### src/rtl/mastermind_core.sv
// -----------------------------------------------------------------------------
// mastermind_core
//
// Purpose
//   Scoring engine for a Mastermind game. The first press of the enter button
//   loads the secret code word. Each press after that scores the presented
//   guess against the secret, giving exact and partial counts. The game stops
//   on a full match (win) or when the round budget runs out (lose).
//
// Optional feature
//   MASTERMIND_PARTIAL_EN : when defined, partial counts (right symbol, wrong
//                           slot) are computed. When undefined, partial is
//                           tied to 0 and no symbol-count logic is built.
//
// Parameters
//   NUM_SLOTS  : symbol positions per code word
//   SYM_W      : bits per symbol
//   MAX_ROUNDS : guesses allowed per game
//
// Ports
//   clock       in   system clock, rising edge
//   reset       in   asynchronous active-high reset
//   enter_L     in   active-low enter button, already synchronised
//   new_game_L  in   active-low new-game request, synchronous level
//   hMove       in   code word, slot 0 in the lowest SYM_W bits
//   loading     out  high while waiting for the secret word
//   exact       out  slots with the right symbol in the right position
//   partial     out  right symbols in the wrong position
//   round       out  guesses scored this game (saturates at MAX_ROUNDS)
//   hMove_last  out  last scored guess
//   win / lose  out  game outcome flags
//
// State table
//   LOAD  | waiting for the secret word
//   GUESS | scoring guesses
//   WON   | secret matched; presses ignored
//   LOST  | round budget used up; presses ignored
// -----------------------------------------------------------------------------
module mastermind_core #(
    parameter int NUM_SLOTS  = 4,
    parameter int SYM_W      = 4,
    parameter int MAX_ROUNDS = 8
) (
    input  logic                              clock,
    input  logic                              reset,
    input  logic                              enter_L,
    input  logic                              new_game_L,
    input  logic [NUM_SLOTS*SYM_W-1:0]        hMove,
    output logic                              loading,
    output logic [$clog2(NUM_SLOTS+1)-1:0]    exact,
    output logic [$clog2(NUM_SLOTS+1)-1:0]    partial,
    output logic [$clog2(MAX_ROUNDS+1)-1:0]   round,
    output logic [NUM_SLOTS*SYM_W-1:0]        hMove_last,
    output logic                              win,
    output logic                              lose
);

    localparam int WORD_W = NUM_SLOTS * SYM_W;
    localparam int EW     = $clog2(NUM_SLOTS + 1);
    localparam int RW     = $clog2(MAX_ROUNDS + 1);

    typedef enum logic [1:0] {
        S_LOAD  = 2'd0,
        S_GUESS = 2'd1,
        S_WON   = 2'd2,
        S_LOST  = 2'd3
    } state_t;

    state_t              r_state;
    state_t              w_state_next;

    logic                r_enter_q;
    logic [WORD_W-1:0]   r_secret;
    logic [WORD_W-1:0]   r_last;
    logic [EW-1:0]       r_exact;
    logic [EW-1:0]       r_partial;
    logic [RW-1:0]       r_round;

    logic                w_press;
    logic [EW-1:0]       w_exact;
    logic [EW-1:0]       w_partial;
    logic [RW-1:0]       w_round_inc;
    logic                w_full_match;

    // Falling edge of enter_L: high on the previous edge, low now.
    assign w_press = r_enter_q & ~enter_L;

    // Exact matches between the presented word and the stored secret.
    always_comb begin
        w_exact = '0;
        for (int i = 0; i < NUM_SLOTS; i++) begin
            if (hMove[i*SYM_W +: SYM_W] == r_secret[i*SYM_W +: SYM_W]) begin
                w_exact = w_exact + EW'(1);
            end
        end
    end

`ifdef MASTERMIND_PARTIAL_EN
    localparam int NSYM = 2 ** SYM_W;

    // Total symbol overlap is the sum over symbol values of the smaller of the
    // two occurrence counts. Exact hits are part of that overlap, so taking
    // them away leaves the wrong-position matches.
    logic [EW-1:0] w_overlap;

    always_comb begin
        logic [EW-1:0] v_cnt_g;
        logic [EW-1:0] v_cnt_s;
        w_overlap = '0;
        for (int v = 0; v < NSYM; v++) begin
            v_cnt_g = '0;
            v_cnt_s = '0;
            for (int i = 0; i < NUM_SLOTS; i++) begin
                if (hMove[i*SYM_W +: SYM_W] == SYM_W'(v)) begin
                    v_cnt_g = v_cnt_g + EW'(1);
                end
                if (r_secret[i*SYM_W +: SYM_W] == SYM_W'(v)) begin
                    v_cnt_s = v_cnt_s + EW'(1);
                end
            end
            w_overlap = w_overlap + ((v_cnt_g < v_cnt_s) ? v_cnt_g : v_cnt_s);
        end
        w_partial = w_overlap - w_exact;
    end
`else
    assign w_partial = '0;
`endif

    assign w_full_match = (w_exact == EW'(NUM_SLOTS));

    // The round count never wraps, even if scoring were to continue.
    assign w_round_inc = (r_round >= RW'(MAX_ROUNDS)) ? r_round : (r_round + RW'(1));

    always_ff @(posedge clock or posedge reset) begin
        if (reset) begin
            r_state <= S_LOAD;
        end else begin
            r_state <= w_state_next;
        end
    end

    always_comb begin
        w_state_next = r_state;
        if (!new_game_L) begin
            w_state_next = S_LOAD;
        end else begin
            case (r_state)
                S_LOAD: begin
                    if (w_press) begin
                        w_state_next = S_GUESS;
                    end
                end
                S_GUESS: begin
                    if (w_press) begin
                        // A winning guess in the last round still wins.
                        if (w_full_match) begin
                            w_state_next = S_WON;
                        end else if (w_round_inc == RW'(MAX_ROUNDS)) begin
                            w_state_next = S_LOST;
                        end
                    end
                end
                default: begin
                    w_state_next = r_state;
                end
            endcase
        end
    end

    always_ff @(posedge clock or posedge reset) begin
        if (reset) begin
            r_enter_q <= 1'b1;
            r_secret  <= '0;
            r_last    <= '0;
            r_exact   <= '0;
            r_partial <= '0;
            r_round   <= '0;
        end else begin
            r_enter_q <= enter_L;
            if (!new_game_L) begin
                r_secret  <= '0;
                r_last    <= '0;
                r_exact   <= '0;
                r_partial <= '0;
                r_round   <= '0;
            end else if (w_press) begin
                if (r_state == S_LOAD) begin
                    r_secret <= hMove;
                end else if (r_state == S_GUESS) begin
                    r_last    <= hMove;
                    r_exact   <= w_exact;
                    r_partial <= w_partial;
                    r_round   <= w_round_inc;
                end
            end
        end
    end

    assign loading    = (r_state == S_LOAD);
    assign win        = (r_state == S_WON);
    assign lose       = (r_state == S_LOST);
    assign exact      = r_exact;
    assign partial    = r_partial;
    assign round      = r_round;
    assign hMove_last = r_last;

endmodule

### config.mk
export PLATFORM = sky130hd
export DESIGN_NAME = mastermind_core
export DESIGN_NICKNAME = d
export VERILOG_FILES = /design/src/rtl/mastermind_core.sv
export SDC_FILE = /design/constraint.sdc
export NUM_CORES = 1
export LEC_CHECK = 0
export CELL_PAD_IN_SITES_DETAIL_PLACEMENT = 0
export CELL_PAD_IN_SITES_GLOBAL_PLACEMENT = 1
export CORE_MARGIN = 2
export CORE_UTILIZATION = 40
export CTS_CLUSTER_SIZE = 28
export DETAILED_ROUTE_END_ITERATION = 6
export PLACE_DENSITY = 0.91
export SLEW_MARGIN = 10
export SYNTH_ARGS = -nofsm -noshare
export SYNTH_HDL_FRONTEND = slang
export SYNTH_SLANG_ARGS = --single-unit
### constraint.sdc
create_clock -name clock -period 6.69 [get_ports clock]
set_clock_uncertainty 0.1 [all_clocks]
set_input_delay 1.338 -clock clock [delete_from_list [all_inputs] [get_ports clock]]
set_output_delay 1.338 -clock clock [all_outputs]
set_load 0.01 [all_outputs]
==> metrics.cfg <==
[die]
rows=27
io_pins=49
die_y_um=79.12
fp.coreArea_um2=5473
fp.dieW_um=79.12
start_util=0.4124
die_area_um2=6260

[timing]
timing.fmax_ghz=0.2465
hold_violations=0
rsz0062_at_grt=false
slew_viol_final=0
timing.setup.tns_ns=0
holdWs_ns=0.4225
tightestPinTransition_ns=0.7861
layout_min_cycle_time_ns=4.057
min_period_over_period=0.6065
setup_viol=0
relSlewSlack=0.4747

[critical_path]
cpLargestDelayFamily=adder cells
cp_max_fo=5
cp.arrival_ns=4.13
crit_path_frequent_cell=ha_1
required_ns=6.76
critPathMaxStageDelay_ns=0.49
crit_path_cell_trace=clkdlybuf4s50_1 > xor2_1 > nor4_2 > inv_1 > ha_1 > xor2_2 > ha_1 > nor2b_1 > mux2i_1 > a21oi_1 > a31oi_1
crit_slowest_cell=nor4_2
cp-end-kind=register
path_buf_inv=2
critical_path_class=in2reg
cp-start-kind=input port

[clock_network]
post_cts_buffers=0
tritoncts=yes
ctsResizeCount=0
cts_buffers=5
path_clk_slew_ns=0.08
clockBufferDepth=2
cts-root-buf=clkbuf_8
clk_latency_ns=0.29
holdBufCountCts=0
htreeDepth=2
clkSinkCount=42

[yosys]
synth.top_cells.by_area=dfrtp_1 (45%), nand2_1 (12%), a21boi_1 (9.6%)
yosysWarnings=0
yosysTopAreaCell=dfrtp_1
synth_top_area_frac=0.4545
syn_area_per_cell_um2=9.524
seq_area_frac_synth=0.4662
synth_flop_cell=dfrtp_1
ys_ff_latch=42
syn_inst=237
synth.distinct_cells=37
synthArstFlopShare=1.000
synth_edf_count=0
netlist_area_um2=2257

[global_route]
grt_max_degree=44
grt_pass1_wl_um=7886
track_usage=0.1614
grt_overflow_total=0
antenna_found_initial=0
grt_pass1_vias=1678

[power]
p_per_area_nw_per_um2=180.2
p_leak_uw=0.001204
ir_drop_mv=0.08415

[finish]
area_delta_synth_final_pct=25.39
antenna_cells=0
drive_gt1_frac=0.06429
ff_latch_area_um2=1052
nFillCells=530
layout.cells.non_filler=352
nets=304
multiInputGateArea_um2=1105

[placed_design]
dpl.hpwl_um=3095
place_inst=344
port_buffers=45
gp_congestion=0.7594

[routing]
post_drt_wl_per_cell_um=13.01
drc=0
via_per_inst=4.781
ant_nets=0
vias=1683
drt_iter0_drc=92
wirelength_um=4581
drtPass1Iterations=4

[hold_path]
hold_path.class=reg2reg

[flow_run]
maxCapViolCount=0

[outcome]
status=finished, final reports clean

==> kinds of logic after synthesis <==
kind of cell             count (synthesis)  synth area share
buffers and inverters                   20           0.04767
multiplexers                             2          0.008870
XOR/XNOR                                21           0.08481
AND/OR/NAND/NOR                        100            0.2145
other                                    1          0.001661
adder cells (fa/ha/maj)                  5           0.02772
flip-flops                              42            0.4662
AO/OA/AOI/OAI                           46            0.1486
==> cells in the final DEF (no fill, tap or decap), drive strengths merged <==
master,Yosys,final
a21boi,34,34
nand2b,1,1
a21oi,3,3
nor2b,5,5
nor2,5,5
nand2,73,73
inv,5,5
nor4b,2,2
and4b,1,1
clkbuf,11,7
conb,1,3
o21a,1,1
dfrtp,41,41
xor2,19,19
and2,4,4
dfstp,1,1
a211oi,2,2
nor4,4,4
o31ai,1,1
xnor2,2,2
a31o,1,1
a31oi,2,2
o21ai,2,2
nand3,2,2
mux2i,2,2
nor3b,1,1
nand3b,1,1
buf,4,3
clkdlybuf4s50,0,45
clkinv,0,1
ha,5,5
nand4,1,1
==> final timing paths <==
| kind | end | slack [ns] | startpoint | depth (start not counted) |
|---|---|---|---|---|
| max reg2reg | r_state[0]$_DFFE_PP0P_ | 3.74 | r_secret[7]$_DFFE_PP0P_ | 10 |
| max in group asynchronous | hMove_last[7]$_DFFE_PP0P_ | 4.72 | reset | 3 |
| min reg2reg | hMove_last[10]$_DFFE_PP0P_ | 0.42 | hMove_last[10]$_DFFE_PP0P_ | 2 |
| max | r_state[0]$_DFFE_PP0P_ | 2.63 | hMove[7] | 11 |
| min | hMove_last[10]$_DFFE_PP0P_ | 0.42 | hMove_last[10]$_DFFE_PP0P_ | 2 |
| min in group asynchronous | round[0]$_DFFE_PP0P_ | 1.37 | reset | 3 |
==> synthesized netlist by cell type, types with 3 or more instances <==
library cell  instances
ha_1                  5
xor2_1               18
buf_4                 3
nor2_1                5
inv_1                 5
dfrtp_1              41
clkbuf_1              9
nor2b_1               5
a21boi_0              4
nand2_1              73
and2_1                3
a21oi_1               3
a21boi_1             29
==> metal layers <==
| metal | vias to the layer above | routed length, µm | global-route usage |
|---|---|---|---|
| met2 | 32 | 2156 | 0.2551 |
| met5 | - | 0 | 0 |
| met3 | 7 | 175 | 0.04205 |
| met4 | 0 | 63 | 0.05172 |
| li1 | 847 | - | - |
| met1 | 797 | 2184 | 0.2168 |
==> through the flow <==
step / worst slack, ns / total power (µW) / utilization / cell area, µm²
2_1_floorplan: 3.078 / 316.5 / - / 2265
3_3_place_gp: 2.452 / 344.0 / 0.5005 / 2739
3_5_place_dp: 2.326 / 345.4 / 0.5005 / 2739
4_1_cts: 2.631 / 517.4 / 0.5171 / 2830
5_1_grt: 2.426 / 536.4 / 0.5171 / 2830
6_report: 2.633 / 510.0 / 0.5171 / 2830
==> layout make-up <==
class / instances / share of cell area
multi-input combinational: 177 / 0.3904
clock buffer: 7 / 0.03050
clock inverter: 1 / 0.001768
inverter: 5 / 0.006631
timing repair buffer: 48 / 0.1671
tap: 72 / 0.03183
sequential: 42 / 0.3718
==> report_power, final <==
part           switching (µW)  total (µW)  internal [µW]
Combinational            40.2        73.4           33.2
Sequential               5.19         266            261
Clock                    87.1         170           83.3
==> tightest hold or removal path, cell delays in order, from the launching register on <==
cell	delay [ns]
dfrtp_1	0.38
nand2_1	0.06
a21boi_1	0.05
==> registers in the layout (all words and copies together), names as in the netlist <==
| register | flops |
|---|---|
| hMove_last | 16 |
| round | 4 |
| r_state | 2 |
| exact | 3 |
| r_secret | 16 |
| r_enter_q | 1 |
Power figures use the tool's default switching activity.
